[src/rtl/router_pkg.sv]
// Shared definitions for the 5-port mesh router: port count, direction encodings,
// port indices and the output-register FSM state type.
package router_pkg;

    localparam int NUM_PORTS = 5;
    localparam int PTR_W     = 3;

    localparam logic [NUM_PORTS-1:0] DIR_L  = 5'b10000;
    localparam logic [NUM_PORTS-1:0] DIR_R  = 5'b01000;
    localparam logic [NUM_PORTS-1:0] DIR_U  = 5'b00100;
    localparam logic [NUM_PORTS-1:0] DIR_D  = 5'b00010;
    localparam logic [NUM_PORTS-1:0] DIR_PE = 5'b00001;

    localparam int IDX_L  = 4;
    localparam int IDX_R  = 3;
    localparam int IDX_U  = 2;
    localparam int IDX_D  = 1;
    localparam int IDX_PE = 0;

    typedef logic [PTR_W-1:0] ptr_t;

    typedef enum logic {
        EMPTY = 1'b0,
        FULL  = 1'b1
    } state_t;

endpackage

[src/rtl/rr_arbiter.sv]
// Combinational round-robin search: the first set request at or above ptr
// (wrapping modulo NUM_PORTS) wins.
module rr_arbiter
    import router_pkg::*;
(
    input  logic [NUM_PORTS-1:0] req,
    input  ptr_t                 ptr,
    output logic [NUM_PORTS-1:0] win,
    output ptr_t                 win_idx,
    output logic                 found
);

    always_comb begin
        int idx;
        idx     = 0;
        win     = '0;
        win_idx = '0;
        found   = 1'b0;
        for (int k = 0; k < NUM_PORTS; k++) begin
            idx = (int'(ptr) + k) % NUM_PORTS;
            if (!found && req[idx]) begin
                found      = 1'b1;
                win[idx]   = 1'b1;
                win_idx    = PTR_W'(idx);
            end
        end
    end

endmodule

[src/rtl/output_arbiter.sv]
// Per-output-direction round-robin arbiter with a single-entry output register.
// Optional granted-flit counter port pkt_cnt is enabled by OUTPUT_ARBITER_STATS_EN.
module output_arbiter #(
    parameter int DATA_WIDTH = 64,
    parameter int NUM_PORTS  = 5
) (
    input  logic                            clk,
    input  logic                            rst,
    input  logic [NUM_PORTS-1:0]            req,
    input  logic [NUM_PORTS*DATA_WIDTH-1:0] datai,
    input  logic                            ro,
    output logic [NUM_PORTS-1:0]            grant,
    output logic                            so,
    output logic [DATA_WIDTH-1:0]           datao
`ifdef OUTPUT_ARBITER_STATS_EN
    ,
    output logic [15:0]                     pkt_cnt
`endif
);
    import router_pkg::*;

    state_t                  state, state_next;
    ptr_t                    ptr, ptr_next, win_idx;
    logic [NUM_PORTS-1:0]    win;
    logic                    found;
    logic                    accept;
    logic                    load;
    logic [DATA_WIDTH-1:0]   data_mux;
    logic [DATA_WIDTH-1:0]   data_p0;

    rr_arbiter u_rr (
        .req     (req),
        .ptr     (ptr),
        .win     (win),
        .win_idx (win_idx),
        .found   (found)
    );

    always_comb begin
        accept     = (state == EMPTY) || ((state == FULL) && ro);
        load       = accept && found && !rst;
        grant      = load ? win : '0;
        state_next = state;
        ptr_next   = ptr;
        if (accept) begin
            state_next = found ? FULL : EMPTY;
        end
        if (load) begin
            ptr_next = (win_idx == PTR_W'(NUM_PORTS - 1)) ? '0 : win_idx + PTR_W'(1);
        end
    end

    always_comb begin
        data_mux = '0;
        for (int i = 0; i < NUM_PORTS; i++) begin
            if (win[i]) data_mux = datai[i*DATA_WIDTH +: DATA_WIDTH];
        end
    end

    always_ff @(posedge clk or posedge rst) begin
        if (rst) begin
            state <= EMPTY;
            ptr   <= ptr_t'(IDX_PE);
        end else begin
            state <= state_next;
            ptr   <= ptr_next;
        end
    end

    // Output register stage: loaded only on a grant, otherwise holds the last flit.
    always_ff @(posedge clk or posedge rst) begin
        if (rst) begin
            data_p0 <= '0;
        end else if (load) begin
            data_p0 <= data_mux;
        end
    end

    assign so    = (state == FULL);
    assign datao = data_p0;

`ifdef OUTPUT_ARBITER_STATS_EN
    always_ff @(posedge clk or posedge rst) begin
        if (rst) begin
            pkt_cnt <= '0;
        end else if ((|grant) && (pkt_cnt != 16'hFFFF)) begin
            pkt_cnt <= pkt_cnt + 16'd1;
        end
    end
`endif

endmodule

[config.mk]
export PLATFORM = sky130hd
export DESIGN_NAME = output_arbiter
export DESIGN_NICKNAME = d
export VERILOG_FILES = /design/src/rtl/router_pkg.sv /design/src/rtl/rr_arbiter.sv /design/src/rtl/output_arbiter.sv
export SDC_FILE = /design/constraint.sdc
export NUM_CORES = 1
export LEC_CHECK = 0
export ABC_AREA = 1
export BUFFER_PORTS_ARGS = -buffer_cell sky130_fd_sc_hd__buf_2
export CELL_PAD_IN_SITES_DETAIL_PLACEMENT = 1
export CELL_PAD_IN_SITES_GLOBAL_PLACEMENT = 2
export CORE_ASPECT_RATIO = 0.5
export CORE_MARGIN = 2
export CORE_UTILIZATION = 22
export DETAILED_ROUTE_END_ITERATION = 8
export PLACE_DENSITY = 0.92
export SLEW_MARGIN = 20
export SYNTH_ARGS = -nofsm -noshare
export SYNTH_HDL_FRONTEND = slang
export SYNTH_SLANG_ARGS = --single-unit
export TNS_END_PERCENT = 10
[constraint.sdc]
create_clock -name clk -period 7.4 [get_ports clk]
set_input_delay 1.85 -clock clk [delete_from_list [all_inputs] [get_ports clk]]
set_output_delay 1.85 -clock clk [all_outputs]
set_load 0.02 [all_outputs]
==> results of run 1 <==
==> metrics by stage <==
step	utilization	hold WS (ns)	instances	instance area [um2]	setup slack [ns]
after floorplan	-	0.607	1374	7950	0.958
after global placement	0.285	0.490	2213	10200	1.17
after detailed placement	0.285	0.498	2213	10200	0.939
after CTS	0.294	0.515	2229	10500	0.518
after global routing	0.295	0.547	2236	10500	0.0222
final	0.295	0.514	2236	10500	0.526
==> tightest hold or removal path: cells and delay by family (launching register included) <==
| family | cells | cell delay (ns) |
|---|---|---|
| flip-flops | 1 | 0.34 |
| AND/OR/NAND/NOR | 2 | 0.14 |
==> metal layers <==
metal / wire (um) / vias up / GRT usage
li1: - / 4926 / -
met1: 15500 / 4603 / 0.233
met4: 820 / 0 / 0.0529
met3: 1490 / 44 / 0.0299
met2: 19000 / 186 / 0.348
met5: 0 / - / 0
==> state kept, by name, indices dropped and copies added, names as in the netlist <==
register  cells
so            1
ptr           3
datao        64
==> cell families after synthesis <==
| family | count (synthesis) | synth area share |
|---|---|---|
| compound gates | 187 | 0.132 |
| xor+xnor | 6 | 0.00756 |
| fa+ha+maj | 34 | 0.0545 |
| buf+inv | 255 | 0.153 |
| flops | 68 | 0.214 |
| simple gates | 824 | 0.439 |
==> layout make-up <==
class	instances	share of cell area
tap	484	0.0575
timing repair buffer	411	0.199
inverter	199	0.0714
antenna	7	0.00166
multi-input combinational	1051	0.478
sequential	68	0.162
clock buffer	10	0.0227
clock inverter	6	0.00832
==> path summary, 6_finish.rpt <==
path                        start         to  slack [ns]  depth (start not counted)
setup / recovery           ptr[0]   grant[3]        0.53                         28
max in group asynchronous     rst  datao[58]        4.84                          3
hold / removal                 so         so        0.51                          2
setup reg to reg           ptr[0]  datao[58]        1.55                         30
min in group asynchronous     rst  datao[32]        1.47                          2
hold reg to reg                so         so        0.51                          2
==> Yosys cell counts (6+ instances only) <==
cell type	count	area, um2
ha_1	33	413
nand4_1	7	43.8
clkbuf_1	6	22.5
nor2_2	8	50.1
nor2_1	34	128
nand3_2	9	90.1
inv_2	14	52.6
buf_12	6	120
clkinv_1	10	37.5
o21ai_1	61	305
nand2_2	64	400
a21oi_1	73	365
nand2_1	644	2420
buf_2	24	120
o21ai_0	21	105
dfrtp_1	68	1700
buf_6	8	90.1
inv_1	174	653
nor3_1	6	30.0
nand3_1	41	205
==> results.md, run 1 <==
- WL final: 36.7 mm
- FF+latch area: roughly 1700 um2
- Post-Syn Area: 7950 um2
- Flops & latches, synth: between 60 and 70
- Commonest non-fill, non-tap cells in the layout: nand2_1, buf_2, inv_1
- GRT Total Usage: 0.192
- Syn_area_per_cell: 5.78 um2
- Netlist cell types: just over 50
- Post-synthesis net count: 1736
- Die Width: between 200 and 300 um
- CP most frequent cell: nand2_1
- Port buffer count: a little under 400
- Total number of vias: 9759
- GRT overflow: 0
- CTS H-tree lvls: 3
- CP arrival: 5.02 ns
- Layout cells sized above 1: 0.310
- First-pass GRT wire length: around 56 mm
- Max-cap violations: 0
- Async S/R FF share, synth: 1.00
- Post-CTS sizing: 0
- Detailed router's first-iteration violation count: 403
- Outcome: completed
- Fin nets: around 2.1k
- Finish-stage setup viols: 0
- Area grow syn2layout: 32.5%
- Die ar.: 37700 um2
- Crit path buffers/inverters: 6
- Most common cell after layout, fill and taps aside: nand2_1
- # fillers: 4853
- F_max: ~0.15 GHz
- Die Y: approximately 140 um
- CTS tree: yes
- Part of the Yosys area used for sequential elements: 0.214
- Post-synthesis cell count: 1374
- Synth Flop Type: dfrtp_1
- Core area: around 36000 um2
- Critical path fanouts, max: 13
- Slew Limit Fails: 0
- CTS Sinks: 68
- Post-DP HPWL: just under 30 mm
- Worst-Margin Slew: 1.09 ns
- Vias in the first global route: between 9k and 10k
- Total negative setup slack: 0 ns
- Root Buffer: clkbuf_16
- EDFF count, synth: 0
- Period minus WS final: 6.87 ns
- Worst Setup Start Kind: flop
- Clock buffer depth: 2
- Starting Density: 0.222
- Synthesis Warnings: 0
- Worst path slowest cell: dfrtp_1
- Core Rows: between 40 and 50
- Largest net degree at the start of global routing: 65
- Slowest stage delay, CP: 0.39 ns
- DR vias/cell: 4.36
- Final ANT Viol Nets: 0
- WP data required: 5.55 ns
- Hold WC Path Type: flop to flop
- Setup Fix Bufs, Post-CTS: 0
- Crit Path Class: flop to output pin
- Final worst-path cycle share: 0.929
- Rel. slew slack: 0.274
- GP Congestion: 0.895
- Endpoints failing hold: 0
- # DRC: 0
- Num CTS Buffers: 9
- Clock transition at path regs: roughly 0.060 ns
- Cts hold-fix bufs: 0
- Max Clock Skew: 0.00720 ns
- CP endpoint kind: output pin
- Initial antenna violation count: 8
- Avg WL per Cell: 16.4 um
- TritonRoute pass-1 iters: 4
- IO Pins: 398
- Area occupied by multi-input gates: 5030 um2
- RSZ-0062 raised after global routing: false
- Crit-path leading delay family: simple AND/OR/NAND/NOR gates
- Worst skew pair latency: 0.35 ns
Power of run 1 is left out: the tool's default activity adds up to more than one toggle a clock period on the data nets, which glitch-free logic cannot reach.
==> run 2, diff against run 1 <==
- BUFFER_PORTS_ARGS: -buffer_cell sky130_fd_sc_hd__buf_2 -> not set
- CORE_UTILIZATION: 22 -> 31
- DONT_BUFFER_PORTS: not set -> 1
- PLACE_DENSITY: 0.92 -> 0.93
==> results.md, run 2 (synthesized netlist as in run 1, its figures left out) <==
- CP most frequent cell: nand2_1
- Area occupied by multi-input gates: 5050 um2 (+0.27%)
- Critical path fanouts, max: 11 (-2)
- Fin nets: 1704 (-19%)
- CTS H-tree lvls: 3 (unchanged)
- IO Pins: 398 (unchanged)
- Post-DP HPWL: 24.7 mm (-14%)
- Worst Setup Start Kind: flop
- CP endpoint kind: output pin
- TritonRoute pass-1 iters: 4 (unchanged)
- WL final: 31.1 mm (-15%)
- Num CTS Buffers: 9 (unchanged)
- Clock transition at path regs: 0.06 ns (about the same)
- Clock buffer depth: 2 (unchanged)
- Total negative setup slack: 0 ns (unchanged)
- Area grow syn2layout: 5.34%
- F_max: 0.145 GHz (-0.23%)
- Worst path slowest cell: dfrtp_1
- Crit Path Class: flop to output pin
- Worst skew pair latency: 0.33 ns (-0.02 ns)
- Setup Fix Bufs, Post-CTS: 0 (unchanged)
- Largest net degree at the start of global routing: 65 (unchanged)
- Final worst-path cycle share: 0.931 (+0.00215)
- DR vias/cell: 5.10 (+17%)
- First-pass GRT wire length: 46.2 mm (-18%)
- Avg WL per Cell: 18.4 um (+12%)
- CP cell instances: inv_1, buf_4, ha_1, inv_1, ha_1, nor2_1, nand2_1, nand2_2, xor2_2, ha_1, inv_1, o21ai_2, nand3_1, nand2_2, nand3_1, nand2_1, nand2_1, nor2_1, nand4_2, nor2_1, nand2_1, nand2_1, nor2_4, nor2_1
- Starting Density: 0.315 (+0.0931)
- CTS Sinks: 68 (unchanged)
- Max-cap violations: 0 (unchanged)
- WP data required: 5.55 ns (about the same)
- Finish-stage setup viols: 0 (unchanged)
- Initial antenna violation count: 1 (-7)
- R2R Setup Slk: 1.44 ns (-0.11 ns)
- Final ANT Viol Nets: 0 (unchanged)
- Slew Limit Fails: 0 (unchanged)
- Die ar.: 27000 um2 (-28%)
- Fin worst setup slack: 0.510 ns (-0.0159 ns)
- Crit path buffers/inverters: 4 (-2)
- GRT Total Usage: 0.216 (+0.0241)
- Die Width: 230 um (-16%)
- GR peak layer: met2
- Commonest non-fill, non-tap cells in the layout: nand2_1, inv_1, a21oi_1
- Port buffer count: 0 (-100%)
- Slowest stage delay, CP: 0.50 ns (+0.11 ns)
- Final Hold Slack: 0.718 ns (+0.204 ns)
- Root Buffer: clkbuf_16
- Die Y: 117 um (-15%)
- CTS tree: yes
- Crit-path leading delay family: simple AND/OR/NAND/NOR gates
- Max Clock Skew: 0.00750 ns (+0.000308 ns)
- Antenna diode count: 0 (-7)
- Total number of vias: 8624 (-12%)
- Max reg flops: 64 (unchanged)
- Hold WC Path Type: flop to flop
- Vias in the first global route: 8665 (-13%)
- CP arrival: 5.04 ns (+0.02 ns)
- Period minus WS final: 6.89 ns (+0.0159 ns)
- Outcome: completed
- Worst-Margin Slew: 1.15 ns (+0.0614 ns)
- RSZ-0062 raised after global routing: false
- Core Rows: 41 (-16%)
- Rel. slew slack: 0.232 (-0.0418)
- GP Congestion: 0.946 (+5.7%)
- Met3 usage: 0.0325 (+0.00258)
- Detailed router's first-iteration violation count: 432 (+7.2%)
- Met1 usage: 0.267 (+0.0335)
- Pre-CTS WS: 0.793 ns (-0.146 ns)
- Most common cell after layout, fill and taps aside: nand2_1
- GRT overflow: 0 (unchanged)
- # fillers: 3423 (-29%)
- Endpoints failing hold: 0 (unchanged)
- Met2 GRT Util: 0.397 (+0.0493)
- # DRC: 0 (unchanged)
- FF+latch area: 1700 um2 (unchanged)
- Core area: 25200 um2 (-30%)
- Layout cells sized above 1: 0.108 (-0.202)
==> run 2: cell types whose count changed in the layout (fill, tap and decap cells not counted), moves of 2 or more <==
cell        before  now
buf_2          397    0
diode_2          7    0
clkinv_4         2    0
clkinvlp_4       0    2
==> run 2: final cells by class <==
| type | count | share of cell area |
|---|---|---|
| inverter | 199 | 0.0898 |
| tap | 344 | 0.0514 |
| sequential | 68 | 0.203 |
| multi-input combinational | 1051 | 0.603 |
| clock buffer | 9 | 0.0269 |
| timing repair buffer | 13 | 0.0117 |
| clock inverter | 7 | 0.0138 |
==> run 2: through the flow <==
| stage | std cells | utilization | instance area, um2 |
|---|---|---|---|
| final | 1691 | 0.332 | 8370 |
| after detailed placement | 1675 | 0.318 | 8020 |
| after global routing | 1691 | 0.332 | 8370 |
| after global placement | 1675 | 0.318 | 8020 |
| after CTS | 1691 | 0.332 | 8360 |
| after floorplan | 1374 | - | 7950 |
==> run 2: what timing repair did <==
action / 4_1_cts / 5_1_grt
setup endpoints to repair: 0 / 3
gates resized for setup: 0 / 2
hold buffers: 0 / 0
==> run 2: layer usage <==
metal / vias up / wire length, um
met1: 4238 / 13500
met2: 222 / 15700
met5: - / 0
met4: 0 / 536
li1: 4128 / -
met3: 36 / 1390
==> run 2: path summary, 6_finish.rpt <==
kind / from / endpoint / cells past startpoint
worst max register to register: ptr[2] / datao[39] / 27
max in group asynchronous: rst / datao[15] / 2
worst min register to register: so / so / 2
worst max-delay path: ptr[1] / grant[3] / 24
min in group asynchronous: rst / datao[35] / 1
worst min-delay path: so / so / 2
==> run 2: worst reg2reg max path, stage by stage (launching register included) <==
cell	delay, ns
dfrtp_1	0.58
inv_2	0.20
ha_1	0.48
inv_2	0.10
nand3b_1	0.12
nand2_2	0.08
xor2_1	0.19
ha_1	0.23
fa_1	0.42
nand2_2	0.14
a21oi_4	0.06
inv_1	0.19
nand2_1	0.14
o21ai_4	0.13
nand2_1	0.13
nor2_1	0.16
nand2_1	0.07
nand2_1	0.08
nor2_2	0.06
nand3_2	0.11
nor2_1	0.06
nor2_1	0.23
nand3_2	0.77
buf_4	0.59
nand2_1	0.13
nand2_1	0.06
o21ai_1	0.26
nand2_1	0.08
Power of run 2 is left out for the same reason.
==> run 3, diff against run 2 <==
==> constraint.sdc (replaced) <==
create_clock -name clk -period 7.01 [get_ports clk]
set_input_delay 1.0515 -clock clk [delete_from_list [all_inputs] [get_ports clk]]
set_output_delay 1.0515 -clock clk [all_outputs]
set_load 0.02 [all_outputs]
==> results.md, run 3 (synthesized netlist as in run 1, its figures left out) <==
- Fin nets: 1705 (+0.059%)
- GRT Total Usage: 0.216 (+0.000357)
- TritonRoute pass-1 iters: 8 (+4)
- Crit path to: grant[0]
- Max-cap violations: 0 (unchanged)
- WP data required: 5.96 ns (+0.41 ns)
- Detailed router's first-iteration violation count: 457 (+5.8%)
- Max Clock Skew: 0.0106 ns (+0.00312 ns)
- RSZ-0062 raised after global routing: false
- Num CTS Buffers: 9 (unchanged)
- Rel. slew slack: 0.313 (+0.0807)
- Clock buffer depth: 2 (unchanged)
- R2R Setup Slk: 0.80 ns (-0.64 ns)
- Crit path from: ptr[1]
- Root Buffer: clkbuf_16
- Hold WC Path Type: input pin to async pin
- F_max: about 0.15 GHz
- Layout cells sized above 1: 0.106 (-0.00148)
- Slew Limit Fails: 0 (unchanged)
- Commonest non-fill, non-tap cells in the layout: nand2_1, inv_1, a21oi_1
- GRT overflow: 0 (unchanged)
- Worst skew pair latency: 0.33 ns (about the same)
- Die Y: 117 um (unchanged)
- Largest net degree at the start of global routing: 65 (unchanged)
- Final worst-path cycle share: 0.930
- Crit Path Class: flop to output pin
- Post-CTS sizing: 0 (unchanged)
- R2R cell count: 27 (unchanged)
- CP arrival: 5.47 ns (+0.43 ns)
- Final Hold Slack: 0.646 ns (-0.0727 ns)
- Core Rows: 41 (unchanged)
- CTS H-tree lvls: 3 (unchanged)
- Reg2Reg Capture Point: datao[5]
- Outcome: completed
- Starting Density: 0.315 (unchanged)
- Most common cell after layout, fill and taps aside: nand2_1
- Origin of the critical flop-to-flop path: ptr[1]
- Period minus WS final: roughly 6.5 ns
- Port buffer count: 0 (unchanged)
- Finish-stage setup viols: 0 (unchanged)
- Worst Setup Start Kind: flop
- Critical path fanouts, max: 12 (+1)
- IO Pins: 398 (unchanged)
- Vias in the first global route: 8548 (-1.4%)
- Total negative setup slack: 0 ns (unchanged)
- Initial antenna violation count: 0 (-1)
- GP Congestion: 0.958 (+1.3%)
- Die ar.: 27000 um2 (unchanged)
- # DRC: 0 (unchanged)
- Setup Fix Bufs, Post-CTS: 0 (unchanged)
- Worst-Margin Slew: 1.03 ns (-0.120 ns)
- Core area: 25200 um2 (unchanged)
- CTS tree: yes
- Die Width: 230 um (unchanged)
- Max reg flops: 64 (unchanged)
- Final ANT Viol Nets: 0 (unchanged)
- Endpoints failing hold: 0 (unchanged)
- Clock transition at path regs: 0.06 ns (about the same)
- CTS Sinks: 68 (unchanged)
- Antenna diode count: 0 (unchanged)
- Total number of vias: 8586 (-0.44%)
- WL final: 31.0 mm (-0.17%)
- First-pass GRT wire length: 46.2 mm (about the same)
- Cts hold-fix bufs: 0 (unchanged)
- CP endpoint kind: output pin
- DR vias/cell: 5.08 (-0.44%)
- Area grow syn2layout: 4.68%
- Post-DP HPWL: 24.9 mm (+0.72%)
- Avg WL per Cell: 18.3 um (-0.17%)
## run 3: changes by cell type in the layout (fill, tap and decap cells not counted), sizes merged
cell | previous run | this run
bufinv | 3 | 1
clkbuf | 9 | 11
buf | 13 | 14
clkinv | 14 | 13
## run 3: worst min path at each step
stage / start / end / slack (ns) / cells past startpoint
2_1_floorplan: so / so / 0.61 / 2
5_1_grt: rst / datao[35] / 0.68 / 1
6_report: rst / datao[35] / 0.65 / 1
3_3_place_gp: so / so / 0.68 / 2
4_1_cts: rst / datao[35] / 0.66 / 1
3_5_place_dp: so / so / 0.70 / 2
## run 3: final cells by class
class                   instances  area [um2]
repair buffers                 14         105
flip-flops and latches         68        1700
clock inverters                 4        50.0
well taps                     344         430
clock buffers                  11         243
fillers                      3413       16900
inverters                     199         752
multi-input cells            1051        5030
## run 3: layer usage
| layer | vias to the layer above | GRT usage | share of wire |
|---|---|---|---|
| met2 | 254 | 0.390 | 0.50 |
| met3 | 46 | 0.0412 | 0.059 |
| met5 | - | 0 | 0 |
| met4 | 0 | 0.0628 | 0.021 |
| met1 | 4161 | 0.266 | 0.42 |
| li1 | 4125 | - | - |
## run 3: metrics by stage
step	util	cells	instance area (um2)	setup slack, ns
after global placement	0.319	1676	8020	1.02
after floorplan	-	1374	7950	1.58
after detailed placement	0.319	1676	8020	0.703
after CTS	0.330	1691	8320	0.289
final	0.330	1691	8320	0.490
after global routing	0.330	1691	8320	0.0345
## run 3: worst max-delay path, stage by stage (launching register included)
cell	delay, ns
dfrtp_1	0.49
inv_1	0.47
ha_1	0.29
inv_1	0.10
ha_1	0.36
inv_1	0.10
ha_1	0.21
nor2_1	0.13
nand2_1	0.11
nand2_2	0.12
xor2_1	0.35
ha_1	0.31
inv_1	0.09
o21ai_2	0.20
nand3_1	0.17
nand2_2	0.18
nand3_1	0.09
nand2_1	0.10
nand3_2	0.11
nand4_4	0.14
nor2_2	0.08
nor2_4	0.21
inv_2	0.15
a31oi_1	0.58
Power of run 3 is left out for the same reason.
